### src/rtl/io_port_bridge.sv
// Memory-mapped I/O bridge: data/status registers over a TX and an RX FIFO.
// Define IO_BRIDGE_LOOPBACK_EN to route TX into RX and disconnect the streams.
module io_port_bridge #(
    parameter int          DEPTH     = 4,
    parameter logic [31:0] DATA_ADDR = 32'hFFFF_FFFC,
    parameter logic [31:0] STAT_ADDR = 32'hFFFF_FFF8
) (
    input  logic        CLK,
    input  logic        Reset_n,
    input  logic [31:0] io_addr,
    input  logic [31:0] io_wdata,
    input  logic        io_we,
    input  logic        io_re,
    output logic [31:0] io_rdata,
    output logic        tx_valid,
    output logic [31:0] tx_data,
    input  logic        tx_ready,
    input  logic        rx_valid,
    input  logic [31:0] rx_data,
    output logic        rx_ready
);

    localparam int AW = $clog2(DEPTH);
    localparam int CW = AW + 1;
    localparam logic [CW-1:0] FULL_CNT = CW'(DEPTH);

    logic [31:0]   tx_mem_q [DEPTH];
    logic [31:0]   tx_mem_d [DEPTH];
    logic [AW-1:0] tx_wp_q, tx_wp_d;
    logic [AW-1:0] tx_rp_q, tx_rp_d;
    logic [CW-1:0] tx_cnt_q, tx_cnt_d;

    logic [31:0]   rx_mem_q [DEPTH];
    logic [31:0]   rx_mem_d [DEPTH];
    logic [AW-1:0] rx_wp_q, rx_wp_d;
    logic [AW-1:0] rx_rp_q, rx_rp_d;
    logic [CW-1:0] rx_cnt_q, rx_cnt_d;

    logic tx_ovf_q, tx_ovf_d;
    logic rx_unf_q, rx_unf_d;

    logic        data_hit, stat_hit;
    logic        data_rd, data_wr, stat_wr;
    logic        tx_empty, tx_full, rx_empty, rx_full;
    logic        tx_push, tx_pop, rx_push, rx_pop;
    logic [31:0] tx_head, rx_head, rx_push_data;
    logic [31:0] stat_word;

    always_comb begin
        data_hit = (io_addr == DATA_ADDR);
        stat_hit = (io_addr == STAT_ADDR);
        data_rd  = io_re & data_hit;
        data_wr  = io_we & data_hit;
        stat_wr  = io_we & stat_hit;

        tx_empty = (tx_cnt_q == '0);
        tx_full  = (tx_cnt_q == FULL_CNT);
        rx_empty = (rx_cnt_q == '0);
        rx_full  = (rx_cnt_q == FULL_CNT);

        tx_head  = tx_mem_q[tx_rp_q];
        rx_head  = rx_mem_q[rx_rp_q];
    end

`ifdef IO_BRIDGE_LOOPBACK_EN
    logic lb_move;
    logic unused_stream;

    assign unused_stream = ^{tx_ready, rx_valid, rx_data};
    // The TX head hops into RX whenever there is room on the RX side.
    assign lb_move      = ~tx_empty & ~rx_full;
    assign tx_pop       = lb_move;
    assign rx_push      = lb_move;
    assign rx_push_data = tx_head;
    assign tx_valid     = 1'b0;
    assign rx_ready     = 1'b0;
`else
    assign tx_valid     = ~tx_empty;
    assign rx_ready     = Reset_n & ~rx_full;
    assign tx_pop       = tx_valid & tx_ready;
    assign rx_push      = rx_valid & rx_ready;
    assign rx_push_data = rx_data;
`endif

    assign tx_push = data_wr & ~tx_full;
    assign rx_pop  = data_rd & ~rx_empty;
    assign tx_data = tx_empty ? 32'h0 : tx_head;

    always_comb begin
        stat_word       = 32'h0;
        stat_word[0]    = ~rx_empty;
        stat_word[1]    = ~tx_full;
        stat_word[2]    = tx_ovf_q;
        stat_word[3]    = rx_unf_q;
        stat_word[15:8] = 8'(rx_cnt_q);
    end

    always_comb begin
        io_rdata = 32'h0;
        if (Reset_n && io_re) begin
            if (data_hit) begin
                io_rdata = rx_empty ? 32'h0 : rx_head;
            end else if (stat_hit) begin
                io_rdata = stat_word;
            end
        end
    end

    always_comb begin
        tx_mem_d = tx_mem_q;
        tx_wp_d  = tx_wp_q;
        tx_rp_d  = tx_rp_q;
        tx_cnt_d = tx_cnt_q;
        if (tx_push) begin
            tx_mem_d[tx_wp_q] = io_wdata;
            tx_wp_d           = tx_wp_q + 1'b1;
        end
        if (tx_pop) begin
            tx_rp_d = tx_rp_q + 1'b1;
        end
        case ({tx_push, tx_pop})
            2'b10:   tx_cnt_d = tx_cnt_q + 1'b1;
            2'b01:   tx_cnt_d = tx_cnt_q - 1'b1;
            default: tx_cnt_d = tx_cnt_q;
        endcase
    end

    always_comb begin
        rx_mem_d = rx_mem_q;
        rx_wp_d  = rx_wp_q;
        rx_rp_d  = rx_rp_q;
        rx_cnt_d = rx_cnt_q;
        if (rx_push) begin
            rx_mem_d[rx_wp_q] = rx_push_data;
            rx_wp_d           = rx_wp_q + 1'b1;
        end
        if (rx_pop) begin
            rx_rp_d = rx_rp_q + 1'b1;
        end
        case ({rx_push, rx_pop})
            2'b10:   rx_cnt_d = rx_cnt_q + 1'b1;
            2'b01:   rx_cnt_d = rx_cnt_q - 1'b1;
            default: rx_cnt_d = rx_cnt_q;
        endcase
    end

    // A new error event outranks a same-cycle write-1-to-clear.
    always_comb begin
        tx_ovf_d = (tx_ovf_q & ~(stat_wr & io_wdata[2])) | (data_wr & tx_full);
        rx_unf_d = (rx_unf_q & ~(stat_wr & io_wdata[3])) | (data_rd & rx_empty);
    end

    always_ff @(posedge CLK or negedge Reset_n) begin
        if (!Reset_n) begin
            tx_mem_q <= '{default: '0};
            tx_wp_q  <= '0;
            tx_rp_q  <= '0;
            tx_cnt_q <= '0;
            rx_mem_q <= '{default: '0};
            rx_wp_q  <= '0;
            rx_rp_q  <= '0;
            rx_cnt_q <= '0;
            tx_ovf_q <= 1'b0;
            rx_unf_q <= 1'b0;
        end else begin
            tx_mem_q <= tx_mem_d;
            tx_wp_q  <= tx_wp_d;
            tx_rp_q  <= tx_rp_d;
            tx_cnt_q <= tx_cnt_d;
            rx_mem_q <= rx_mem_d;
            rx_wp_q  <= rx_wp_d;
            rx_rp_q  <= rx_rp_d;
            rx_cnt_q <= rx_cnt_d;
            tx_ovf_q <= tx_ovf_d;
            rx_unf_q <= rx_unf_d;
        end
    end

endmodule
### config.mk
export PLATFORM = sky130hd
export DESIGN_NAME = io_port_bridge
export DESIGN_NICKNAME = d
export VERILOG_FILES = /design/src/rtl/io_port_bridge.sv
export SDC_FILE = /design/constraint.sdc
export NUM_CORES = 1
export LEC_CHECK = 0
export BUFFER_PORTS_ARGS = -buffer_cell sky130_fd_sc_hd__buf_2
export CORE_ASPECT_RATIO = 1.4
export CORE_MARGIN = 8
export CORE_UTILIZATION = 49
export CTS_CLUSTER_SIZE = 16
export DETAILED_ROUTE_END_ITERATION = 8
export PLACE_DENSITY_LB_ADDON = 0.15
export SKIP_CTS_REPAIR_TIMING = 1
export SLEW_MARGIN = 20
export SYNTH_ARGS = -nofsm -noshare
export SYNTH_HDL_FRONTEND = slang
export SYNTH_SLANG_ARGS = --single-unit
### constraint.sdc
create_clock -name CLK -period 5.4 [get_ports CLK]
set_input_delay 1.08 -clock CLK [delete_from_list [all_inputs] [get_ports CLK]]
set_output_delay 1.08 -clock CLK [all_outputs]
set_load 0.05 [all_outputs]
Word-level counts from Yosys, hierarchy flattened
Cells that the tools add are included.
Widths: inputs -> output; s select.
{"block": "op_classes", "muxes": 19, "add_sub_neg": 8, "n_eq_ne": 8, "magnitude_cmp": 6, "n_reduce_logical": 7, "n_bitwise": 26}
{"operator": "$mux 32", "count": 10}
{"operator": "$bwmux 128", "count": 2}
{"operator": "$bmux 32 s2", "count": 2}
{"operator": "$demux 32 s2", "count": 2}
{"operator": "$eq 32x32->1 const B", "count": 2}
{"operator": "$and 1x1->1", "count": 14}
{"operator": "$ge 3x3->1 const B", "count": 4}
{"operator": "$not 2->3", "count": 4}
{"operator": "$pmux 3 s2", "count": 2}
{"operator": "$mux 11", "count": 1}
{"operator": "$add 2x1->2 const B", "count": 4}
{"operator": "$add 3x1->3 const B", "count": 2}
{"operator": "$eq 3x3->1 const B", "count": 2}
{"operator": "$logic_not 3->1", "count": 2}
{"operator": "$lt 3x1->1 const B", "count": 2}
{"operator": "$not 1->1", "count": 6}
{"operator": "$sub 3x1->3 const B", "count": 2}
{"operator": "$eq 2x1->1 const B", "count": 2}
{"operator": "$eq 2x2->1 const B", "count": 2}
{"operator": "$reduce_bool 2->1", "count": 2}
{"operator": "$logic_and 1x1->1", "count": 3}
{"operator": "$or 1x1->1", "count": 2}
{"block": "totals", "reg_bits": 272, "wordCells": 90, "in_bits": 102, "output_inout_bits": 66}

Depth between registers and ports, before layout
{"block": "logic_depth", "depth_word": 7, "ltp_mapped": 11}

Worst setup path after synthesis
No wires, ideal clock.
{"block": "synth_path", "path_kind": "input to output", "from": "in io_addr[0]", "to": "out io_rdata[11]", "setup_slack_ps": 1019, "cell_stages": 6, "arrival_ps": 3301, "cell_sequence": "nand4bb_1 nor4_2 buf_4 nand4_1 clkbuf_1 nor3b_1"}
{"block": "synth_between", "elab_chain_len": 3}
{"item": "start, declared", "line": "10", "text": "input logic [31:0] io_addr,"}
{"item": "$eq 32x32->1", "line": "50", "text": "data_hit = (io_addr == DATA_ADDR);"}
{"item": "$mux 32", "line": "101", "text": "if (data_hit) begin"}
{"item": "$mux 32", "line": "100", "text": "if (Reset_n && io_re) begin"}
{"item": "end, declared", "line": "14", "text": "output logic [31:0] io_rdata,"}
Every way passes these cells.

Worst setup path in the final report
{"block": "layout_path", "from": "in io_addr[16]", "to": "out io_rdata[0]"}
{"block": "layout_between", "elab_chain_len": 4, "elab_cells_between_ends": 5}
{"item": "$eq 32x32->1", "line": "51", "text": "stat_hit = (io_addr == STAT_ADDR);"}
{"item": "$mux 11", "line": "103", "text": "end else if (stat_hit) begin"}
{"item": "$mux 32 *", "line": "101"}
{"item": "$mux 32 *", "line": "100"}
Mark *: on every way between the ends. The rest lies on a longest branch, timed or not.

==> summary.txt <==
GP Congestion -> 0.716
Initial Util -> 0.497
Final Instance Area -> 14600 um^2
Die height -> 206 um
Die W -> 151 um
CTS Buf Count -> 26
Share of layout cells above drive strength 1 -> 0.444
Max-Slew Margin vs Limit -> 0.236
CP Data Required Time -> 4.32 ns
CP Max Fanout -> 32
Setup Viol. Count Final -> 0
Pre-antenna DRT Iters -> 4
Setup TNS Final -> 0 ns
R2r setup slk -> 2.81 ns
Status -> completed
Vias -> 7305
Htree depth -> 1
Crit path buf inv count -> 4
RSZ-0062 raised after global routing -> no
Initial DRC count -> 283
Drt total wl -> 26.9 mm
Peak supply drop -> 0.304 mV
Synthesized area -> 12600 um^2
Crit-path leading delay family -> buffers and inverters
Max Transition Viols Final -> 0
CTS sink count -> 272
Worst setup path startpoint -> io_addr[16]
Reg-to-reg startpoint -> tx_cnt_q[2]
Largest net degree at the start of global routing -> 165
Crit start category -> primary input
Critical Path End Type -> output port
Max Used Layer -> met5
Kind of critical path -> in -> out
CP max stage cell -> buf_2
Synth warn -> 0
Final Skew -> 0.0122 ns
FF-to-FF path depth -> 9
Leak -> 7.06 nW
Initial antenna violation count -> 3
Levels on crit path -> 8
Met3 Wirelength -> 1.59 mm
Post-Syn Area per Cell -> 15.5 um^2
Clock-pin slew on the worst setup and hold paths -> 0.06 ns
Worst-Skew Late Latency -> 0.52 ns
CP cell instances -> buf_2 > nand4_1 > nor4_2 > buf_4 > nand4_1 > buf_4 > nor3_1 > buf_2
Layout area overhead -> 16.0%
Clock buffer depth -> 3
Synthesized flop and latch total -> 272
DP Area -> 13700 um^2
Synth cell types -> 34
Nets -> 1081
Port bufs -> 167
Sequential cell area fraction in the yosys report -> 0.541
Ports -> 168
Max Clock Freq -> 0.254 GHz
CTS tree -> done
Critical R2R Capture -> tx_cnt_q[2]
Detail Placement HPWL -> 17.7 mm
Hold Crit Class -> in -> async
Vias in the first global route -> 8143
Root buffer cell -> clkbuf_16
DRC violations left -> 0
Final ANT Viol Nets -> 0
Gr ovfl total -> 0
Slowest Stage Delay on Critical Path -> 0.31 ns
CP endpoint -> io_rdata[0]
Met1 wire length -> 10.9 mm
Fin crit period -> 3.94 ns
Wire per inst -> 20.6 um
Final worst-path cycle share -> 0.729
Mapped Nets -> 924
First-pass GRT wire length -> 43.4 mm
Total track usage -> 0.177
Rows -> 69
WP data arrival -> 2.86 ns
Die ar. -> 31100 um^2
Power density cells -> 416 nW/um^2
Met2 wire length -> 14.1 mm
Maxcap violations -> 0
Vias per std cell -> 5.59
Core Area -> 25300 um^2
Worst slew pin tran -> 1.15 ns
Final Hold Violating Endpoints -> 0
Synth Instances -> 810
Ant. Diodes -> 0
state kept, by name, indices dropped and copies added, names as in the netlist:
register / cells
rx_mem_q: 128
tx_mem_q: 128
rx_cnt_q: 3
tx_cnt_q: 3
rx_rp_q: 2
rx_wp_q: 2
tx_rp_q: 2
tx_wp_q: 2
rx_unf_q: 1
tx_ovf_q: 1
synth_stat cells, drive strengths merged:
| cell type | number | area share |
|---|---|---|
| dfrtp | 272 | 0.54 |
| mux2 | 257 | 0.23 |
| mux4 | 64 | 0.11 |
| buf | 37 | 0.015 |
| and2 | 34 | 0.017 |
| nor3b | 26 | 0.016 |
| clkbuf | 16 | 0.0048 |
| inv | 13 | 0.0039 |
| nand4 | 12 | 0.0096 |
| nor2 | 12 | 0.0036 |
| ha | 10 | 0.010 |
| xnor2 | 8 | 0.0056 |
| nand2 | 7 | 0.0021 |
| and3 | 5 | 0.0025 |
| nand3 | 4 | 0.0016 |
| nor2b | 4 | 0.0020 |
| xor2 | 4 | 0.0028 |
| a21oi | 3 | 0.0012 |
| a2bb2oi | 3 | 0.0021 |
| a311oi | 2 | 0.0014 |
| a41oi | 2 | 0.0014 |
| fa | 2 | 0.0032 |
| mux2i | 2 | 0.0016 |
| nor3 | 2 | 0.00080 |
| nor4 | 2 | 0.0020 |
| o31a | 2 | 0.0014 |
| nand2b | 1 | 0.00050 |
| nand4bb | 1 | 0.00090 |
| o21ai | 1 | 0.00040 |
| o311a | 1 | 0.00080 |
| or3 | 1 | 0.00050 |
how the worst min path moves through the flow:
stage                      start      endpoint  slack (ns)
detailed placement   tx_mem_q[2]   tx_mem_q[2]        0.48
floorplan           rx_mem_q[33]  rx_mem_q[33]        0.46
global route             Reset_n  tx_mem_q[72]        0.49
CTS                      Reset_n  tx_mem_q[72]        0.48
global placement    tx_mem_q[83]  tx_mem_q[83]        0.47
finish                   Reset_n  tx_mem_q[72]        0.47
power breakdown:
part           total, mW  internal, mW  switching, mW
clock               1.86          1.11          0.745
combinational       1.30         0.786          0.510
sequential          2.91          2.56          0.352
total               6.07          4.46           1.61
placed cells by master, fill, tap and decap left out, drive strengths merged:
master	count
nand2	7
clkinv	6
clkinvlp	1
and2	34
xor2	4
nand2b	1
nor2	12
a21oi	3
mux4	64
o21ai	1
nor4	2
inv	13
a311oi	2
nand4bb	1
mux2i	2
fa	2
or3	1
and3	5
ha	10
bufinv	3
o31a	2
xnor2	8
dfrtp	272
a2bb2oi	3
nor3b	26
buf	182
nand3	4
a41oi	2
nand4	12
mux2	257
nor2b	4
o311a	1
nor3	2
clkbuf	38
routing by layer:
layer | GRT usage | vias up
li1 | - | 3288
met1 | 0.215 | 3832
met2 | 0.320 | 149
met3 | 0.0335 | 30
met4 | 0.0315 | 6
met5 | 0 | -
cells by family after synthesis:
kind of cell | count (synthesis) | synth area share
DFF | 272 | 0.541
muxes | 323 | 0.346
and+or+nand+nor | 111 | 0.0584
adders and majority gates | 12 | 0.0131
xor gates and xnor gates | 12 | 0.00836
AOI/OAI and AO/OA | 14 | 0.00866
buffers and inverters | 66 | 0.0238
through the flow:
stage | cells | power, mW | util | hold slack, ns | worst slack (ns)
2_1_floorplan | 810 | 3.85 | - | 0.459 | 1.02
5_1_grt | 1306 | 6.41 | 0.577 | 0.494 | 1.30
4_1_cts | 1306 | 6.17 | 0.577 | 0.480 | 1.35
3_3_place_gp | 1258 | 4.21 | 0.541 | 0.469 | 1.40
3_5_place_dp | 1258 | 4.27 | 0.542 | 0.476 | 1.40
6_report | 1306 | 6.07 | 0.577 | 0.469 | 1.46
area by class of cell:
class | count | area, um^2
Fill cell | 2063 | 10700
Timing Repair Buffer | 182 | 971
Multi-Input combinational cell | 472 | 5470
Tap cell | 319 | 399
Inverter | 13 | 48.8
Sequential cell | 272 | 6810
Clock inverter | 10 | 128
Clock buffer | 38 | 757
No activity file was read; power rests on OpenSTA's default activity.
